$ cat src/rtl/ecc_fault_monitor.sv
// ECC fault monitor: classifies decoder SBE/MBE events, keeps saturating
// counts, an SBE rate window, a first-error log and a NORMAL/DEGRADED/FAULT state.
// Ports: clk, rst (sync, active-high), chk_valid/sbe_flag/mbe_flag/error_pos/
// chk_addr event input, clear_req; state, sbe_count, mbe_count, log_*,
// fault_irq, safe_state_req (all registered).
module ecc_fault_monitor #(
  parameter int ADDR_WIDTH    = 32,
  parameter int SBE_THRESH    = 4,
  parameter int WINDOW_CYCLES = 1024
) (
  input  logic                  clk,
  input  logic                  rst,
  input  logic                  chk_valid,
  input  logic                  sbe_flag,
  input  logic                  mbe_flag,
  input  logic [6:0]            error_pos,
  input  logic [ADDR_WIDTH-1:0] chk_addr,
  input  logic                  clear_req,
  output logic [1:0]            state,
  output logic [15:0]           sbe_count,
  output logic [7:0]            mbe_count,
  output logic                  log_valid,
  output logic                  log_type,
  output logic [6:0]            log_pos,
  output logic [ADDR_WIDTH-1:0] log_addr,
  output logic                  log_overflow,
  output logic                  fault_irq,
  output logic                  safe_state_req
);

  typedef enum logic [1:0] {
    ST_NORMAL   = 2'b00,
    ST_DEGRADED = 2'b01,
    ST_FAULT    = 2'b10
  } state_t;

  localparam logic [15:0] WIN_LAST = 16'(WINDOW_CYCLES - 1);
  localparam logic [7:0]  THRESH   = 8'(SBE_THRESH);

  state_t                state_q, state_d, state_b;
  logic [15:0]           sbe_cnt_q, sbe_cnt_d, sbe_cnt_b;
  logic [7:0]            mbe_cnt_q, mbe_cnt_d, mbe_cnt_b;
  logic [15:0]           win_tmr_q, win_tmr_d;
  logic [7:0]            win_cnt_q, win_cnt_d;
  logic                  lv_q, lv_d, lv_b;
  logic                  lt_q, lt_d, lt_b;
  logic [6:0]            lp_q, lp_d, lp_b;
  logic [ADDR_WIDTH-1:0] la_q, la_d, la_b;
  logic                  ovf_q, ovf_d, ovf_b;
  logic                  irq_q, irq_d;
  logic                  safe_q, safe_d;
  logic                  is_sbe, is_mbe;

  always_comb begin
    is_mbe = chk_valid & mbe_flag;
    is_sbe = chk_valid & sbe_flag & ~mbe_flag;

    // Clear is applied first; the event then acts on the cleared values.
    state_b   = clear_req ? ST_NORMAL : state_q;
    sbe_cnt_b = clear_req ? '0 : sbe_cnt_q;
    mbe_cnt_b = clear_req ? '0 : mbe_cnt_q;
    lv_b      = clear_req ? 1'b0 : lv_q;
    lt_b      = clear_req ? 1'b0 : lt_q;
    lp_b      = clear_req ? '0 : lp_q;
    la_b      = clear_req ? '0 : la_q;
    ovf_b     = clear_req ? 1'b0 : ovf_q;

    // Rate window: a wrap (or clear) restarts the SBE tally,
    // still counting an SBE that lands in that cycle.
    if (clear_req || win_tmr_q == WIN_LAST) begin
      win_tmr_d = '0;
      win_cnt_d = {7'd0, is_sbe};
    end else begin
      win_tmr_d = win_tmr_q + 16'd1;
      win_cnt_d = win_cnt_q;
      if (is_sbe && win_cnt_q != 8'hFF)
        win_cnt_d = win_cnt_q + 8'd1;
    end

    sbe_cnt_d = sbe_cnt_b;
    if (is_sbe && sbe_cnt_b != 16'hFFFF)
      sbe_cnt_d = sbe_cnt_b + 16'd1;

    mbe_cnt_d = mbe_cnt_b;
    if (is_mbe && mbe_cnt_b != 8'hFF)
      mbe_cnt_d = mbe_cnt_b + 8'd1;

    state_d = state_b;
    unique case (state_b)
      ST_NORMAL: begin
        if (is_mbe)
          state_d = ST_FAULT;
        else if (is_sbe && win_cnt_d >= THRESH)
          state_d = ST_DEGRADED;
      end
      ST_DEGRADED: begin
        if (is_mbe)
          state_d = ST_FAULT;
      end
      ST_FAULT: state_d = ST_FAULT;
      default:  state_d = ST_NORMAL;
    endcase

    lv_d  = lv_b;
    lt_d  = lt_b;
    lp_d  = lp_b;
    la_d  = la_b;
    ovf_d = ovf_b;
    if (is_sbe || is_mbe) begin
      if (lv_b)
        ovf_d = 1'b1;
      // An MBE outranks a logged SBE; otherwise keep the first error.
      if (!lv_b || (is_mbe && !lt_b)) begin
        lv_d = 1'b1;
        lt_d = is_mbe;
        lp_d = error_pos;
        la_d = chk_addr;
      end
    end

    irq_d  = (state_d != ST_NORMAL);
    safe_d = (state_d == ST_FAULT);
  end

  always_ff @(posedge clk) begin
    if (rst) begin
      state_q   <= ST_NORMAL;
      sbe_cnt_q <= '0;
      mbe_cnt_q <= '0;
      win_tmr_q <= '0;
      win_cnt_q <= '0;
      lv_q      <= 1'b0;
      lt_q      <= 1'b0;
      lp_q      <= '0;
      la_q      <= '0;
      ovf_q     <= 1'b0;
      irq_q     <= 1'b0;
      safe_q    <= 1'b0;
    end else begin
      state_q   <= state_d;
      sbe_cnt_q <= sbe_cnt_d;
      mbe_cnt_q <= mbe_cnt_d;
      win_tmr_q <= win_tmr_d;
      win_cnt_q <= win_cnt_d;
      lv_q      <= lv_d;
      lt_q      <= lt_d;
      lp_q      <= lp_d;
      la_q      <= la_d;
      ovf_q     <= ovf_d;
      irq_q     <= irq_d;
      safe_q    <= safe_d;
    end
  end

  assign state          = state_q;
  assign sbe_count      = sbe_cnt_q;
  assign mbe_count      = mbe_cnt_q;
  assign log_valid      = lv_q;
  assign log_type       = lt_q;
  assign log_pos        = lp_q;
  assign log_addr       = la_q;
  assign log_overflow   = ovf_q;
  assign fault_irq      = irq_q;
  assign safe_state_req = safe_q;

endmodule

$ cat config.mk
export PLATFORM = sky130hd
export DESIGN_NAME = ecc_fault_monitor
export DESIGN_NICKNAME = d
export VERILOG_FILES = /design/src/rtl/ecc_fault_monitor.sv
export SDC_FILE = /design/constraint.sdc
export NUM_CORES = 1
export LEC_CHECK = 0
export BUFFER_PORTS_ARGS = -buffer_cell sky130_fd_sc_hd__buf_2
export CAP_MARGIN = 20
export CORE_MARGIN = 5
export CORE_UTILIZATION = 45
export DETAILED_ROUTE_END_ITERATION = 10
export HOLD_SLACK_MARGIN = 0.12
export PLACE_DENSITY = 0.8
export RECOVER_POWER = 25
export SLEW_MARGIN = 20
export SYNTH_ARGS = -nofsm -noshare
export SYNTH_HDL_FRONTEND = slang
export SYNTH_SLANG_ARGS = --single-unit
$ cat constraint.sdc
create_clock -name clk -period 2.37 [get_ports clk]
set_input_delay 0.1185 -clock clk [delete_from_list [all_inputs] [get_ports clk]]
set_output_delay 0.1185 -clock clk [all_outputs]
set_load 0.05 [all_outputs]
== Yosys cells after proc, flatten, opt, wreduce, memory -nomap -nowiden ==
Index checks and enable logic that the tools add are counted.

* Logic and storage cells: 67
* Input port bits: 45
* Flip-flop bits (word level): 94
* Output and inout port bits: 70

* Reduce and logical (&&, ||, !) cells: 13
* Magnitude comparators: 1
* Mux-type cells: 26
* Bitwise gates (word level): 4
* Equal/unequal tests: 7
* $add $sub $neg: 4

{| class="wikitable"
|+ Operator list
! operator !! count
|-
| $mux 32 || 3
|-
| $add 16x1->16 const B || 2
|-
| $mux 16 || 2
|-
| $mux 8 || 4
|-
| $mux 7 || 3
|-
| $add 8x1->8 const B || 2
|-
| $eq 16x10->1 const B || 1
|-
| $ne 16x16->1 const B || 1
|-
| $ne 8x8->1 const B || 2
|-
| $mux 1 || 9
|-
| $ge 8x3->1 const B || 1
|-
| $mux 2 || 4
|-
| $pmux 2 s3 || 1
|-
| $logic_and 1x1->1 || 5
|-
| $eq 2x2->1 const B || 2
|-
| $and 1x1->1 || 3
|-
| $logic_or 1x1->1 || 3
|-
| $eq 2x1->1 const B || 1
|-
| $logic_not 1->1 || 2
|-
| $logic_not 2->1 || 1
|-
| $reduce_bool 2->1 || 1
|-
| $reduce_or 2->1 || 1
|-
| $not 1->1 || 1
|}

== Logic depth before layout (Yosys ltp) ==
Gate-level depths: netlist of run 1.

* Depth in word-level cells: 11
* Depth in mapped cells: 10
* Mapped depth without buffers: 7

== Least setup slack after synthesis of run 1 ==
OpenSTA, ideal clock, no wires.

* Path type: reg2reg
* Start: register sbe_cnt_q[0] (netlist: sbe_count[0])
* End: register sbe_cnt_q[1] (netlist: sbe_count[1])
* Setup slack: 0.017 ns
* Clock period less this slack: 2.353 ns
* Required time: 2.243 ns
* Cell stages (with the launch flop): 8
* Arrival time: 2.226 ns
* Buffers on the path: 0
* Cell sequence: dfxtp_1 > nor2b_1 > ha_1 > nand3_1 > or2_2 > o31ai_2 > mux2i_1 > nor2_1

* Word-level cells in the longest chain between the ends: 4
* Elaborated cells between the ends (all ways): 5

{| class="wikitable"
|+ RTL lines
! what !! RTL line !! text
|-
| start: declaration || 41 || <nowiki>logic [15:0] sbe_cnt_q, sbe_cnt_d, sbe_cnt_b;</nowiki>
|-
| start signal: assignment || 141 || <nowiki>sbe_cnt_q <= sbe_cnt_d;</nowiki>
|-
| $mux 16 * || 60 || <nowiki>sbe_cnt_b = clear_req ? '0 : sbe_cnt_q;</nowiki>
|-
| parallel branches: the longest is 2 deep, another holds $add 16x1->16 || - ||
|-
| $mux 16 * || 81 || <nowiki>if (is_sbe && sbe_cnt_b != 16'hFFFF)</nowiki>
|}

Every way passes the cells marked *.
A chain may end at the register's enable or synchronous reset.

== Final worst setup path of run 1 ==
* Start: register sbe_cnt_q[0] (netlist: sbe_count[0])
* End: register sbe_cnt_q[2] (netlist: sbe_count[2])

Same word-level chain as after synthesis.

==> run summary, run 1 <==
status -> finished clean
synthesized instance count -> 391
Die W -> 102.6 um
number of remaining DRC errors -> 0
drt initial violations -> 162
CP Data Required Time -> 2610 ps
placed cell count -> 597
critical path launch point -> sbe_count[0]
Final #Nets -> 592
clock skew -> 9.661 ps
final worst-path cycle share -> 0.9297
initial antenna violation count -> 0
max-slew violation count -> 0
CP endpoint -> sbe_count[2]
WS Path Type -> reg2reg
CP peak stage delay -> 490 ps
Ports -> 115
PortBufs -> 114
mapped cell area -> 3857 sq um
All-Layer GR Usage -> 0.1919
Num CTS Buffers -> 9
Via Count -> 3,516
crit path max fanout -> 3
largest net degree at the start of global routing -> 39
leakage power -> 2.069 nW
final worst path period need -> 2203 ps
worst-path cell chain -> nor2b_1, ha_1, nand3_1, or2_2, o311ai_0, xnor2_1, nor2_1
CP Buf/Inv Count -> 0
routed length on met3 -> 1037 um
Via density -> 5.384
initial core utilization -> 0.4648
Bufs on Longest Clock Path -> 2
RSZ-0062 raised after global routing -> no
PwrDens -> 591.7 nW/um^2
# clock sinks -> 93
# Max-Cap Violations -> 0
Reg-to-Reg End -> sbe_count[2]
Reg-to-Reg Start -> sbe_count[0]
Setup crit end kind -> flop
Clock Pin Slew Worst Setup and Hold Paths -> 100 ps
startpoint types -> flop
GPL Wtd Cong -> 0.8034
number of synthesized flops with an enable pin -> 0
Antenna Violating Nets Remaining -> 0
n_diodes -> 0
Overflow after GRT -> 0
register bit total from synthesis -> 93
cells on worst reg2reg path -> 7
sequential fraction of the synthesis area -> 0.4826
final hold viol count -> 0
worst slew pin tran -> 652.6 ps
ys flop type -> dfxtp_1
area of the core -> 8299 sq um
Worst Hold Depth -> 2
Max transition margin -> 0.5668
CP top delay family -> simple AND/OR/NAND/NOR gates
htree depth -> 3
post-DP HPWL -> 6719 um
1st-pass router iterations -> 4
final cell count without fillers -> 653
Slowest-stage cell, CP -> o311ai_0
layout cells sized above 1 -> 0.2062
Vert. Die Dim -> 102.6 um
final WL -> 10,560 um
critical path arrival -> 2440 ps
Syn Nets -> 440
worst min path class -> in2reg
Root Driver -> clkbuf_8
Syn Area/Cell -> 9.866 sq um
site row count -> 33
Synth async-reset ratio -> 0
WL/cell -> 16.17 um
M1 wire length -> 4644 um
Fmax -> 453.8 MHz
R2R Setup Slk -> 170 ps
routed length on met2 -> 4727 um
first-pass GRT wire length -> 16,100 um
Worst-Skew Late Latency -> 360 ps
setup TNS -> 0 ps
Yosys warning total -> 0
area added between synthesis and finish -> 31.59%
hold_sp -> rst
Top Layer Used -> met4
TritonCTS clock tree -> yes
WP depth -> 7
DIE AREA -> 10,520 sq um
endpoints failing setup -> 0
Netlist cell types -> 49
Max IR drop VDD -> 0.2637 mV
number of global-route vias before repair -> 3,348
routing by layer:
| layer | vias up | GRT usage |
|---|---|---|
| li1 | 1709 | - |
| met1 | 1657 | 0.2421 |
| met2 | 137 | 0.3158 |
| met3 | 13 | 0.05886 |
| met4 | 0 | 0.05853 |
| met5 | - | 0 |
kinds of logic (layout without fill, tap and decap cells):
family	Yosys count	in the layout	share of synthesized area
AND/OR/NAND/NOR	144	144	0.2011
flip-flops	93	93	0.4826
AO/OA/AOI/OAI	81	81	0.1761
XOR/XNOR	35	35	0.07947
buffers and inverters	27	184	0.02952
multiplexers	7	7	0.01816
adder cells (fa/ha/maj)	4	4	0.01297
worst min path at each step:
| stage | to | slack (ps) |
|---|---|---|
| global route | mbe_count[1] | 160 |
| finish | sbe_count[6] | 160 |
| global placement | log_addr[7] | 330 |
| CTS | log_valid | 130 |
| floorplan | log_addr[0] | 240 |
| detailed placement | log_addr[20] | 330 |
timing repair:
action                                  4_1_cts  5_1_grt
endpoints found under the setup margin        0        3
setup buffers                                 0        0
resized for setup                             0        2
hold buffers                                 40        0
hold endpoints to repair                     41        0
cell usage after synthesis (2+ instances only):
cell | count | area, sq um
a2111oi_4 | 2 | 55.05
a211oi_1 | 3 | 22.52
a21oi_1 | 10 | 50.05
a22o_1 | 39 | 341.6
a22oi_1 | 2 | 15.01
a31oi_1 | 2 | 12.51
a41oi_1 | 2 | 17.52
and2_1 | 5 | 31.28
and3_1 | 8 | 50.05
and4b_1 | 3 | 30.03
buf_1 | 2 | 7.510
buf_2 | 7 | 35.03
clkbuf_1 | 9 | 33.78
dfxtp_1 | 93 | 1862
ha_1 | 4 | 50.05
inv_1 | 8 | 30.03
mux2i_1 | 7 | 70.07
nand2_1 | 15 | 56.30
nand2b_1 | 9 | 56.30
nand3_1 | 11 | 55.05
nand3b_1 | 3 | 22.52
nand4_1 | 11 | 68.82
nor2_1 | 50 | 187.7
nor2b_1 | 9 | 56.30
nor3_1 | 3 | 15.01
o2111ai_1 | 3 | 26.28
o211ai_1 | 4 | 30.03
o21ai_0 | 7 | 35.03
o311ai_0 | 2 | 17.52
or2_2 | 2 | 12.51
or3_1 | 4 | 25.02
or4_1 | 2 | 15.01
xnor2_1 | 15 | 131.4
xor2_1 | 20 | 175.2
report_power, final:
group	internal, mW	switching [mW]
clock	0.397	0.590
sequential	1.60	0.0280
combinational	0.134	0.253
sequential cells by signal, indices dropped and copies added, names as in the netlist:
name,flops
log_overflow,1
log_pos,7
win_tmr_q,16
log_addr,32
fault_irq,1
log_type,1
log_valid,1
sbe_count,16
state,2
win_cnt_q,8
mbe_count,8
through the flow:
step                      cell area, sq um  hold slack, ps  worst slack (ps)  power [mW]    util
after floorplan                       3857           244.0             16.83       1.891       -
after global placement                4523           329.3             298.1       1.992  0.5450
after detailed placement              4523           331.8             168.2       1.997  0.5450
after CTS                             5102           129.5             136.9       3.028  0.6148
after global routing                  5076           163.2             9.312       3.113  0.6116
final                                 5076           156.2             166.6       3.003  0.6116
area by class of cell:
class	instances	area, sq um
tap	105	131.4
clock inverter	7	55.05
inverter	8	30.03
timing repair buffer	160	970.9
sequential	93	1862
multi-input combinational	271	1903
clock buffer	9	123.9
fill	695	3223
cells in the final DEF, fill, tap and decap left out, types with 11 or more instances in the layout:
master,count
nand4_1,11
dlygate4sd3_1,40
nand2_1,15
nor2_1,49
xnor2_1,15
xor2_1,20
nand3_1,11
a22o_1,39
dfxtp_1,93
clkbuf_1,36
buf_2,78
Note: power is estimated with default switching activity, not from simulation.
==> inputs of run 2 (changes only) <==
--- a/config.mk
+++ b/config.mk
@@ -5,14 +5,16 @@
 export SDC_FILE = /design/constraint.sdc
 export NUM_CORES = 1
 export LEC_CHECK = 0
+export ABC_AREA = 1
 export BUFFER_PORTS_ARGS = -buffer_cell sky130_fd_sc_hd__buf_2
 export CAP_MARGIN = 20
 export CORE_MARGIN = 5
 export CORE_UTILIZATION = 45
 export DETAILED_ROUTE_END_ITERATION = 10
 export HOLD_SLACK_MARGIN = 0.12
-export PLACE_DENSITY = 0.8
+export PLACE_DENSITY = 0.79
 export RECOVER_POWER = 25
+export SKIP_LAST_GASP = 1
 export SLEW_MARGIN = 20
 export SYNTH_ARGS = -nofsm -noshare
 export SYNTH_HDL_FRONTEND = slang
==> run summary, run 2 <==
Core Util, Final -> 0.5798
commonest cells after routing, fill and taps aside -> nor2_1, nand2_1, dfxtp_1
layout cells sized above 1 -> 0.1809
RSZ-0062 raised after global routing -> no
Num CTS Buffers -> 9
PortBufs -> 114
All-Layer GR Usage -> 0.2032
final hold viol count -> 0
# clock sinks -> 93
Final #Nets -> 796
startpoint types -> flop
Syn Area/Cell -> 7.200 sq um
area added between synthesis and finish -> 27.50%
final worst-path cycle share -> 0.8211
# Max-Cap Violations -> 0
initial core utilization -> 0.4547
Reg-to-Reg Start -> win_tmr_q[0]
Setup crit end kind -> flop
ys flop type -> dfxtp_1
Bufs on Longest Clock Path -> 2
final WL -> 11,460 um
leakage power -> 2.327 nW
Max transition margin -> 0.4981
htree depth -> 3
WS Path Type -> reg2reg
top-count cell post-synth -> nor2_1
CP Data Required Time -> 2620 ps
clock skew -> 8.561 ps
Netlist cell types -> 45
hold_sp -> chk_valid
Root Driver -> clkbuf_8
1st-pass router iterations -> 5
Largest register FFs -> 32
final cell count without fillers -> 885
worst min path class -> in2reg
Yosys warning total -> 0
synthesized instance count -> 606
first-pass GRT wire length -> 19,310 um
DIE AREA -> 11,760 sq um
Syn Nets -> 655
XOR/XNOR Fraction of Synth Area -> 0.02208
Final Cell Area -> 5563 sq um
mapped cell area -> 4363 sq um
Post-Synth Adder-Cell Area -> 0.01147
Max IR drop VDD -> 0.4209 mV
WL/cell -> 12.94 um
largest family of logic cells by synthesized area -> simple AND/OR/NAND/NOR gates
register bit total from synthesis -> 93
commonest non-fill, non-tap cell in the layout -> nor2_1
post-synthesis simple-gate area fraction -> 0.2954
Overflow after GRT -> 0
GPL Wtd Cong -> 0.8225
Fmax -> 513.9 MHz
Vert. Die Dim -> 108.5 um
placed cell count -> 829
PwrDens -> 609.3 nW/um^2
Clock Pin Slew Worst Setup and Hold Paths -> 90 ps
setup ws final -> 424.0 ps
DP Worst Slack -> 372.0 ps
Synth async-reset ratio -> 0
number of synthesized flops with an enable pin -> 0
largest net degree at the start of global routing -> 58
sequential fraction of the synthesis area -> 0.4267
final worst path period need -> 1946 ps
critical path launch point -> win_tmr_q[0]
endpoints failing setup -> 0
status -> finished clean
number of global-route vias before repair -> 4,313
top post-synthesis cells by count -> nor2_1, nand2_1, dfxtp_1, a21oi_1, inv_1
Antenna Violating Nets Remaining -> 0
area leader, netlist -> dfxtp_1
post-DP HPWL -> 7670 um
Worst-Skew Late Latency -> 360 ps
Die W -> 108.5 um
worst slew pin tran -> 752.9 ps
n_diodes -> 0
drt initial violations -> 188
Via density -> 5.006
setup TNS -> 0 ps
critical path arrival -> 2200 ps
Area contributors post-synth -> dfxtp_1, nor2_1, nand2_1
Synth top area share -> 0.4267
number of remaining DRC errors -> 0
initial antenna violation count -> 0
mux share of post-synthesis cell area -> 0
Compound-Gate Fraction of Synth Area -> 0.1543
Via Count -> 4,430
max-slew violation count -> 0
site row count -> 36
TritonCTS clock tree -> yes
placed inst area -> 4986 sq um
crit path max fanout -> 17
Ports -> 115
area of the core -> 9594 sq um
run 2: worst paths after layout:
path	end	slack [ps]	cells past startpoint
min	log_type	150	3
max reg2reg	win_tmr_q[2]	420	9
max	win_tmr_q[2]	420	9
min reg2reg	win_tmr_q[0]	460	1
run 2: critical path: stages, from the launching register on:
cell     delay [ps]
dfxtp_1         370
ha_1            200
nand3_1         130
nor2_1          170
nand3_1         130
nor2_1          190
nand3_1         120
nand3_1         290
buf_12          190
nor3b_1          60
run 2: final cells by class:
cell class	count	area [sq um]
fill	890	4031
timing repair buffer	159	973.4
inverter	59	229.0
multi-input combinational	425	2108
sequential	93	1862
clock inverter	6	86.33
clock buffer	10	137.6
tap	133	166.4
run 2: timing repair:
item                      4_1_cts  5_1_grt
hold buffers                   40        0
gates resized for setup         0        0
hold endpoints to repair       41        0
buffers inserted                0        0
run 2: metal layers:
| layer | vias to the layer above | GRT usage | routed length [um] |
|---|---|---|---|
| met1 | 2012 | 0.2379 | 4791 |
| met5 | - | 0 | 0 |
| met4 | 0 | 0.09378 | 269 |
| met2 | 155 | 0.3319 | 5375 |
| li1 | 2241 | - | - |
| met3 | 22 | 0.07284 | 1019 |
run 2: metrics by stage:
step / total power, mW / hold slack [ps]
after floorplan: 2.067 / 188.0
after global placement: 2.187 / 351.0
after detailed placement: 2.197 / 362.4
after CTS: 3.410 / 132.9
after global routing: 3.537 / 154.6
final: 3.390 / 148.6
run 2: logic make-up after synthesis:
kind of cell,Yosys count
DFF,93
adders and majority gates,4
buffers and inverters,88
and+or+nand+nor,282
AOI/OAI and AO/OA,128
xor gates and xnor gates,11
run 2: report_power, final:
part           switching [mW]  total, mW  internal (mW)
logic                   0.396      0.557          0.160
registers              0.0344       1.66           1.62
clock network           0.557       1.18          0.621
total                   0.988       3.39           2.40
==> inputs of run 3 (changes only) <==
==> constraint.sdc (replaced) <==
create_clock -name clk -period 2 [get_ports clk]
set_input_delay 0.1 -clock clk [delete_from_list [all_inputs] [get_ports clk]]
set_output_delay 0.1 -clock clk [all_outputs]
set_load 0.05 [all_outputs]
==> run summary, run 3 (synthesized netlist as in run 2, its figures left out) <==
Root Driver -> clkbuf_8
Max transition margin -> 0.5758
commonest non-fill, non-tap cell in the layout -> nor2_1
Largest register FFs -> 32
CP Data Required Time -> 2290 ps
Ports -> 115
Bufs on Longest Clock Path -> 2
Via density -> 5.063
Antenna Violating Nets Remaining -> 0
largest net degree at the start of global routing -> 40
Slowest-stage cell, CP -> dfxtp_1
final worst-path cycle share -> 0.9195
CP Buf/Inv Count -> 3
n_diodes -> 0
Setup crit end kind -> flop
setup TNS -> 0 ps
Via Count -> 4,531
CP top delay family -> simple AND/OR/NAND/NOR gates
final worst path period need -> 1839 ps
commonest cells after routing, fill and taps aside -> nor2_1, nand2_1, dfxtp_1
first-pass GRT wire length -> 19,550 um
final hold viol count -> 0
Clock Pin Slew Worst Setup and Hold Paths -> 90 ps
R2R Setup Slk -> 160 ps
Core Util, Final -> 0.5852
initial antenna violation count -> 0
number of remaining DRC errors -> 0
site row count -> 36
WS Path Type -> reg2reg
TritonCTS clock tree -> yes
status -> finished clean
final WL -> 11,960 um
clock skew -> 14.98 ps
GPL Wtd Cong -> 0.8471
post-DP HPWL -> 8047 um
DIE AREA -> 11,760 sq um
htree depth -> 3
crit path max fanout -> 11
Die W -> 108.5 um
CP peak stage delay -> 370 ps
All-Layer GR Usage -> 0.2037
# Max-Cap Violations -> 0
Overflow after GRT -> 0
max-slew violation count -> 0
Max IR drop VDD -> 0.4725 mV
Vert. Die Dim -> 108.5 um
Num CTS Buffers -> 9
Worst-Skew Late Latency -> 360 ps
Fmax -> 543.8 MHz
startpoint types -> flop
1st-pass router iterations -> 5
WL/cell -> 13.37 um
CP most frequent cell -> inv_1
PwrDens -> 689.8 nW/um^2
Final #Nets -> 807
initial core utilization -> 0.4547
worst slew pin tran -> 639.1 ps
leakage power -> 2.353 nW
area added between synthesis and finish -> 28.68%
number of global-route vias before repair -> 4,317
endpoints failing setup -> 0
worst min path class -> in2reg
drt initial violations -> 263
worst-path cell chain -> inv_1, nor2_2, ha_2, nand3_1, inv_1, nand4_2, nand2_4, inv_2, nand2_1, o21ai_0, nor2_1
layout cells sized above 1 -> 0.1955
PortBufs -> 114
# clock sinks -> 93
area of the core -> 9594 sq um
critical path arrival -> 2130 ps
RSZ-0062 raised after global routing -> no
-- run 3: layout make-up --
cell class / count / area (sq um)
Inverter: 59 / 229.0
Clock inverter: 6 / 65.06
Clock buffer: 9 / 123.9
Multi-Input combinational cell: 426 / 2122
Timing Repair Buffer: 169 / 1045
Sequential cell: 93 / 1863
Fill cell: 853 / 3980
Tap cell: 133 / 166.4
-- run 3: metrics by stage --
stage	hold WS (ps)	std cells	total power, mW	worst slack (ps)	area [sq um]
final	170.7	895	3.873	161.1	5614
after global routing	187.3	895	4.022	8.125	5614
after CTS	158.2	890	3.885	109.2	5609
after detailed placement	346.1	835	2.608	145.1	5020
after global placement	336.1	835	2.599	186.3	5020
after floorplan	169.5	606	2.449	15.35	4364
-- run 3: what timing repair did --
item | in CTS | in global routing
setup buffers | 0 | 4
hold endpoints to repair | 44 | 0
setup endpoints to repair | 0 | 3
gates resized for setup | 0 | 3
hold buffers | 40 | 0
-- run 3: worst min-delay path, delay by kind of cell --
kind,cells,cell delay (ps)
buffers and inverters,1,120
AOI/OAI and AO/OA,1,100
and+or+nand+nor,1,150
-- run 3: power breakdown --
group	internal (mW)	total (mW)	switching, mW
Sequential	1.92	1.96	0.0428
Clock	0.571	1.23	0.663
Combinational	0.199	0.675	0.475
Total	2.69	3.87	1.18
-- run 3: layer usage --
metal | up-vias | part of all wire | global-route usage
li1 | 2267 | - | -
met1 | 2050 | 0.42 | 0.2472
met2 | 195 | 0.48 | 0.3482
met3 | 19 | 0.087 | 0.04836
met4 | 0 | 0.017 | 0.07845
met5 | - | 0 | 0
-- run 3: final timing paths --
check | from | end | cells past startpoint
worst min register to register | win_tmr_q[0] | win_tmr_q[0] | 1
worst max register to register | sbe_count[1] | sbe_count[8] | 11
worst max-delay path | sbe_count[1] | sbe_count[8] | 11
worst min-delay path | chk_valid | log_type | 3
